==> src/rtl/tlc_pkg.sv <==
// tlc_pkg: shared state encoding, {R,Y,G} lamp patterns and default timings
// for the traffic phase sequencer and its helpers.
package tlc_pkg;

  typedef enum logic [2:0] {
    ST_GREEN,
    ST_YELLOW,
    ST_ALLRED,
    ST_EMG_CLEAR,
    ST_EMG_GREEN
  } tlc_state_e;

  // Lamp triplets, ordered {R,Y,G}.
  localparam logic [2:0] LAMP_RED = 3'b100;
  localparam logic [2:0] LAMP_YEL = 3'b010;
  localparam logic [2:0] LAMP_GRN = 3'b001;

  // Default geometry and durations (durations in ticks).
  localparam int DEF_N_DIR      = 4;
  localparam int DEF_TW         = 8;
  localparam int DEF_YEL_T      = 2;
  localparam int DEF_ALLRED_T   = 1;
  localparam int DEF_EMG_HOLD_T = 3;

  // Lamp shown on the served approach; every other approach is always red.
  function automatic logic [2:0] served_lamp(tlc_state_e st);
    case (st)
      ST_GREEN, ST_EMG_GREEN:  served_lamp = LAMP_GRN;
      ST_YELLOW, ST_EMG_CLEAR: served_lamp = LAMP_YEL;
      default:                 served_lamp = LAMP_RED;
    endcase
  endfunction

endpackage

==> src/rtl/tlc_next_dir.sv <==
// tlc_next_dir: picks the approach that follows cur_dir_i.
// With TLC_DEMAND_SKIP_EN defined, the first approach after cur_dir_i (cyclic)
// with vehicle demand is chosen and has_next_o drops when no other approach
// has demand. Without it, next is simply cur_dir_i+1 modulo N_DIR.
module tlc_next_dir #(
  parameter int N_DIR = 4,
  parameter int DW    = $clog2(N_DIR)
) (
  input  logic [DW-1:0]    cur_dir_i,
  input  logic [N_DIR-1:0] vehicle_present_i,
  output logic [DW-1:0]    next_dir_o,
  output logic             has_next_o
);

`ifdef TLC_DEMAND_SKIP_EN
  function automatic logic [DW-1:0] wrap_add(logic [DW-1:0] d, int off);
    int s;
    s = int'(d) + off;
    if (s >= N_DIR) s = s - N_DIR;
    return s[DW-1:0];
  endfunction

  // Priority rotate: scan farthest offset first so the nearest demand wins.
  always_comb begin
    next_dir_o = cur_dir_i;
    has_next_o = 1'b0;
    for (int off = N_DIR - 1; off >= 1; off--) begin
      if (vehicle_present_i[wrap_add(cur_dir_i, off)]) begin
        next_dir_o = wrap_add(cur_dir_i, off);
        has_next_o = 1'b1;
      end
    end
  end
`else
  // Plain round robin; demand inputs have no effect in this build.
  logic unused_vp;
  assign unused_vp  = ^vehicle_present_i;
  assign next_dir_o = (cur_dir_i == DW'(N_DIR - 1)) ? '0 : cur_dir_i + 1'b1;
  assign has_next_o = 1'b1;
`endif

endmodule

==> src/rtl/traffic_phase_sequencer.sv <==
// traffic_phase_sequencer: N-approach signal controller with yellow/all-red
// clearance and emergency preemption. Optional demand skipping is compiled in
// by defining TLC_DEMAND_SKIP_EN (see tlc_next_dir).
module traffic_phase_sequencer
  import tlc_pkg::*;
#(
  parameter int N_DIR      = DEF_N_DIR,
  parameter int TW         = DEF_TW,
  parameter int YEL_T      = DEF_YEL_T,
  parameter int ALLRED_T   = DEF_ALLRED_T,
  parameter int EMG_HOLD_T = DEF_EMG_HOLD_T
) (
  input  logic                       clk,
  input  logic                       rst,
  input  logic                       tick,
  input  logic [N_DIR*TW-1:0]        green_time,
  input  logic                       emergency_vehicle,
  input  logic [$clog2(N_DIR)-1:0]   emergency_road,
  input  logic [N_DIR-1:0]           vehicle_present,
  output logic [3*N_DIR-1:0]         lights,
  output logic [$clog2(N_DIR)-1:0]   active_dir,
  output logic                       emg_active
);

  localparam int DW = $clog2(N_DIR);
  localparam logic [TW-1:0] YEL_END    = TW'(YEL_T - 1);
  localparam logic [TW-1:0] ALLRED_END = TW'(ALLRED_T - 1);
  localparam logic [TW-1:0] HOLD_END   = TW'(EMG_HOLD_T - 1);

  tlc_state_e           state_q, state_d;
  logic [TW-1:0]        timer_q, timer_d;
  logic [DW-1:0]        dir_q, dir_d;
  logic [DW-1:0]        tgt_q, tgt_d;     // latched emergency target
  logic                 pend_q, pend_d;   // emergency accepted, awaiting clearance
  logic [3*N_DIR-1:0]   lights_q;
  logic [DW-1:0]        active_dir_q;
  logic                 emg_active_q;

  logic [N_DIR-1:0][TW-1:0] gt_arr;
  logic [TW-1:0]            green_end;
  logic [DW-1:0]            road_c;
  logic [DW-1:0]            next_dir;
  logic                     has_next;

  assign gt_arr    = green_time;
  // A zero green field behaves as a one-tick green.
  assign green_end = (gt_arr[dir_q] == '0) ? '0 : gt_arr[dir_q] - 1'b1;

  // Out-of-range emergency targets fall back to approach 0.
  always_comb begin
    road_c = '0;
    for (int i = 0; i < N_DIR; i++)
      if (emergency_road == DW'(i)) road_c = emergency_road;
  end

  tlc_next_dir #(.N_DIR(N_DIR), .DW(DW)) u_next (
    .cur_dir_i         (dir_q),
    .vehicle_present_i (vehicle_present),
    .next_dir_o        (next_dir),
    .has_next_o        (has_next)
  );

  function automatic logic [3*N_DIR-1:0] lamps(tlc_state_e st, logic [DW-1:0] d);
    logic [3*N_DIR-1:0] v;
    for (int i = 0; i < N_DIR; i++)
      v[3*i +: 3] = (d == DW'(i)) ? served_lamp(st) : LAMP_RED;
    return v;
  endfunction

  // Next-state: phase timing, emergency intake and approach rotation.
  always_comb begin
    state_d = state_q;
    timer_d = timer_q;
    dir_d   = dir_q;
    tgt_d   = tgt_q;
    pend_d  = pend_q;
    case (state_q)
      ST_GREEN: begin
        if (emergency_vehicle) begin
          // Preemption acts at once, independent of tick.
          timer_d = '0;
          tgt_d   = road_c;
          state_d = (road_c == dir_q) ? ST_EMG_GREEN : ST_EMG_CLEAR;
        end else if (tick) begin
          if (timer_q == green_end) begin
            timer_d = '0;
            // No demand elsewhere: restart this green instead of clearing.
            if (has_next) state_d = ST_YELLOW;
          end else begin
            timer_d = timer_q + 1'b1;
          end
        end
      end
      ST_YELLOW: begin
        if (emergency_vehicle && !pend_q) begin
          pend_d = 1'b1;
          tgt_d  = road_c;
        end
        if (tick) begin
          if (timer_q == YEL_END) begin
            timer_d = '0;
            state_d = ST_ALLRED;
          end else begin
            timer_d = timer_q + 1'b1;
          end
        end
      end
      ST_ALLRED: begin
        if (emergency_vehicle && !pend_q) begin
          pend_d = 1'b1;
          tgt_d  = road_c;
        end
        if (tick) begin
          if (timer_q == ALLRED_END) begin
            timer_d = '0;
            if (pend_d) begin
              state_d = ST_EMG_GREEN;
              dir_d   = tgt_d;
              pend_d  = 1'b0;
            end else begin
              state_d = ST_GREEN;
              dir_d   = has_next ? next_dir : dir_q;
            end
          end else begin
            timer_d = timer_q + 1'b1;
          end
        end
      end
      ST_EMG_CLEAR: begin
        if (tick) begin
          if (timer_q == YEL_END) begin
            timer_d = '0;
            state_d = ST_ALLRED;
            pend_d  = 1'b1;
          end else begin
            timer_d = timer_q + 1'b1;
          end
        end
      end
      ST_EMG_GREEN: begin
        // Hold timer only runs once the request is gone; reassertion restarts it.
        if (emergency_vehicle) begin
          timer_d = '0;
        end else if (tick) begin
          if (timer_q == HOLD_END) begin
            timer_d = '0;
            state_d = ST_YELLOW;
          end else begin
            timer_d = timer_q + 1'b1;
          end
        end
      end
      default: begin
        state_d = ST_GREEN;
        timer_d = '0;
        dir_d   = '0;
        pend_d  = 1'b0;
      end
    endcase
  end

  // State registers and registered lamp/status outputs.
  always_ff @(posedge clk) begin
    if (rst) begin
      state_q      <= ST_GREEN;
      timer_q      <= '0;
      dir_q        <= '0;
      tgt_q        <= '0;
      pend_q       <= 1'b0;
      lights_q     <= lamps(ST_GREEN, '0);
      active_dir_q <= '0;
      emg_active_q <= 1'b0;
    end else begin
      state_q      <= state_d;
      timer_q      <= timer_d;
      dir_q        <= dir_d;
      tgt_q        <= tgt_d;
      pend_q       <= pend_d;
      lights_q     <= lamps(state_d, dir_d);
      active_dir_q <= dir_d;
      emg_active_q <= (state_d == ST_EMG_CLEAR) || (state_d == ST_EMG_GREEN);
    end
  end

  assign lights     = lights_q;
  assign active_dir = active_dir_q;
  assign emg_active = emg_active_q;

endmodule

==> config.mk <==
export PLATFORM = sky130hd
export DESIGN_NAME = traffic_phase_sequencer
export DESIGN_NICKNAME = d
export VERILOG_FILES = /design/src/rtl/tlc_pkg.sv /design/src/rtl/tlc_next_dir.sv /design/src/rtl/traffic_phase_sequencer.sv
export SDC_FILE = /design/constraint.sdc
export NUM_CORES = 1
export LEC_CHECK = 0
export CAP_MARGIN = 40
export CORE_ASPECT_RATIO = 0.5
export CORE_MARGIN = 5
export CORE_UTILIZATION = 33
export CTS_CLUSTER_DIAMETER = 200
export DETAILED_ROUTE_END_ITERATION = 16
export PLACE_DENSITY = 0.55
export SYNTH_ARGS = -nofsm -noshare
export SYNTH_HDL_FRONTEND = slang
export SYNTH_HIERARCHICAL = 1
export SYNTH_SLANG_ARGS = --single-unit
export TNS_END_PERCENT = 50
==> constraint.sdc <==
create_clock -name clk -period 3.2 [get_ports clk]
set_input_delay 0.32 -clock clk [delete_from_list [all_inputs] [get_ports clk]]
set_output_delay 0.32 -clock clk [all_outputs]
set_load 0.01 [all_outputs]
==> results.py <==
metrics = {
    "status": {
        "status": "finished with violations",
        "violations": "negative setup slack",
    },
    "pwr": {
        "peakVddDrop_mv": 0.2632,
        "p_total_mw": 1.455,
        "power.density_nw_per_um2": 420.4,
        "p_leak_nw": 1.344,
    },
    "timing": {
        "setup_violations": 17,
        "rsz0062_at_grt": "yes",
        "period_share_pct": 104.8,
        "tightest_slew_ns": 0.5574,
        "fmax_ghz": 0.2983,
        "drv_slew": 0,
        "final-hold-violation-count": 0,
        "period_needed_ns": 3.352,
        "slew_headroom_pct": 62.52,
        "finalClockSkew_ns": 0.006860,
        "fin_ws_ns": -0.1521,
        "setup_tns_ns": -1.954,
    },
    "worst_setup_path": {
        "critPathLaunch": "active_dir[0]",
        "cp_cell_sequence": "buf_6 > mux4_2 > or4_4 > o311a_1 > or3b_1 > or3_4 > nor3_4 > a41oi_4 > and3_4",
        "cp_slowest_cell": "or4_4",
        "start_kind": "flip-flop",
        "cp.required_ns": 3.36,
        "crit_cells": 9,
        "r2r_start": "active_dir[0]",
        "worstPathArrival_ns": 3.51,
        "cpLargestDelayFamily": "simple AND/OR/NAND/NOR gates",
        "cp_max_fo": 8,
        "path_class": "flip-flop to flip-flop",
        "endpoint_kind": "flip-flop",
        "crit_buf_inv": 1,
        "max_stage_delay_ns": 0.51,
        "ff2ff_path_depth": 9,
    },
    "synthesis": {
        "synthMuxAreaShare_pct": 10.79,
        "syn-num-nets": 326,
        "synth-edff-count": 0,
        "synth_compound_area_share_pct": 23.49,
        "ys.flop_type": "dfxtp_1",
        "yosysSeqAreaShare_pct": 25.29,
        "synth_top_family_by_area": "simple AND/OR/NAND/NOR gates",
        "synth.top_cells.by_area": "dfxtp_1, nor2_1, mux4_2, mux4_1, a21oi_1",
        "synth.cells.most_frequent": "nor2_1, dfxtp_1, a21oi_1",
        "ys_ff_latch": 29,
        "ys_async_sr_fraction_pct": 0,
        "synth.most_common_cell": "nor2_1",
        "synth_adder_area_share_pct": 3.270,
        "synth_xor_area_share_pct": 2.670,
        "yosys.area_share.simple_pct": 27.47,
        "synth_cells": 278,
        "yosysTopAreaCell": "dfxtp_1",
        "ys_warn_count": 6,
        "synth.distinct_cells": 70,
        "syn_area_per_cell_um2": 8.259,
        "yosys.area.top_type_share_pct": 25.29,
        "netlist_area_um2": 2296,
    },
    "die": {
        "die_w_um": 128.0,
        "start_util_pct": 34.13,
        "row_count": 21,
        "dieHeight_um": 68.98,
        "core_region_area_um2": 6726,
        "ioPinCount": 57,
        "die-area_um2": 8827,
    },
    "hold_path": {
        "hold-path-cell-count": 2,
        "hp-start": "tgt_q[1]",
        "hp-class": "flip-flop to flip-flop",
    },
    "clock_network": {
        "cts.sink_count": 29,
        "cts_root_buf": "clkbuf_16",
        "numCtsBuffers": 5,
        "htree_levels": 2,
        "cts_tree": "yes",
        "clk_pin_slew_ns": 0.05,
        "cts_buffer_depth": 2,
        "insertion_delay_ns": 0.27,
    },
    "route": {
        "drtIter0Drc": 180,
        "vias": 2461,
        "via_per_inst": 5.338,
        "drtPass1Iterations": 4,
        "routed_wirelength_um": 7004,
        "wire_per_inst_um": 15.19,
        "drc": 0,
        "drtAntennaViolNets": 0,
    },
    "global_route": {
        "antenna_found_initial": 0,
        "track_usage_pct": 16.57,
        "grt_first_pass_wirelength_um": 11810,
        "grt_pass1_vias": 2375,
        "grt_start_max_net_pins": 18,
        "grt_overflow_total": 0,
    },
    "cells_and_area": {
        "nets": 416,
        "fin_cells": 461,
        "syn_to_final_growth_pct": 50.74,
        "final_layout_size_suffix_gt1_share_pct": 24.66,
        "utilization_pct": 51.45,
        "diodes": 0,
        "fillCellCount": 643,
    },
    "place": {
        "dp_slack_ns": -0.4980,
        "gp_congestion": 0.8121,
        "placed_cells": 448,
        "port_buffers": 52,
        "dpl.hpwl_um": 5514,
    },
    "run": {
        "max_cap_viol_count": 0,
    },
}
## power breakdown
part           switching, mW  leakage (nW)  total [mW]  internal, mW
Combinational          0.231          1.02       0.480         0.248
Clock                  0.162        0.0831       0.550         0.388
Sequential            0.0364         0.237       0.425         0.389
Total                  0.430          1.34        1.45          1.02
## timing repair
item,CTS,global route
cloned,0,0
pin swaps,9,11
setup endpoints to repair,21,22
buffers inserted,3,2
hold buffers,0,0
resized for setup,11,10
## area by class of cell
type | count | area [um2] | area share, %
clock buffers | 6 | 138.9 | 4.013
clock inverters | 2 | 37.54 | 1.085
inverters | 15 | 56.30 | 1.627
multi-input cells | 220 | 1663 | 48.05
flip-flops and latches | 29 | 584.3 | 16.88
well taps | 92 | 115.1 | 3.326
repair buffers | 97 | 865.8 | 25.02
## cell usage in the layout, fill, tap and decap left out, types with 6 or more instances in the layout
cell type / n
o21ai_0: 9
a21oi_1: 19
xnor2_1: 6
nand2_1: 17
nand3_1: 11
mux4_2: 6
dfxtp_1: 28
nor3_1: 10
inv_1: 13
buf_4: 43
and2_1: 6
clkdlybuf4s50_1: 52
nor2_1: 32
## worst register-to-register path, stage by stage, from the launching register on
cell     delay (ns)
dfxtp_4        0.42
buf_6          0.12
mux4_2         0.50
or4_4          0.51
o311a_1        0.32
or3b_1         0.35
or3_4          0.37
nor3_4         0.23
a41oi_4        0.19
and3_4         0.23
## cell families after synthesis
family | count (synthesis)
xor gates and xnor gates | 7
muxes | 12
adders and majority gates | 6
and+or+nand+nor | 117
AOI/OAI and AO/OA | 77
buffers and inverters | 29
other | 1
DFF | 29
## registers in the layout, summed over array words and instances (netlist names)
name	flops
timer_q	8
pend_q	1
emg_active	1
tgt_q	2
state_q	3
active_dir	2
lights	12
## routing by layer
layer / up-vias / routed length [um] / global-route usage [%]
met3: 4 / 324 / 3.154
met2: 65 / 3433 / 28.91
met1: 1170 / 3215 / 22.08
li1: 1222 / - / -
met4: 0 / 31 / 2.381
met5: - / 0 / 0
## per-stage QoR
stage / hold slack (ns) / cell area (um2)
floorplan: 0.4602 / 2317
global placement: 0.4765 / 3148
detailed placement: 0.4998 / 3148
CTS: 0.5142 / 3390
global route: 0.5531 / 3461
finish: 0.5049 / 3461
## worst paths after layout
kind               endpoint  slack [ns]
hold / removal     tgt_q[1]        0.50
hold reg to reg    tgt_q[1]        0.50
setup reg to reg  lights[3]       -0.15
setup / recovery  lights[3]       -0.15
No activity file was read; power rests on OpenSTA's default activity.
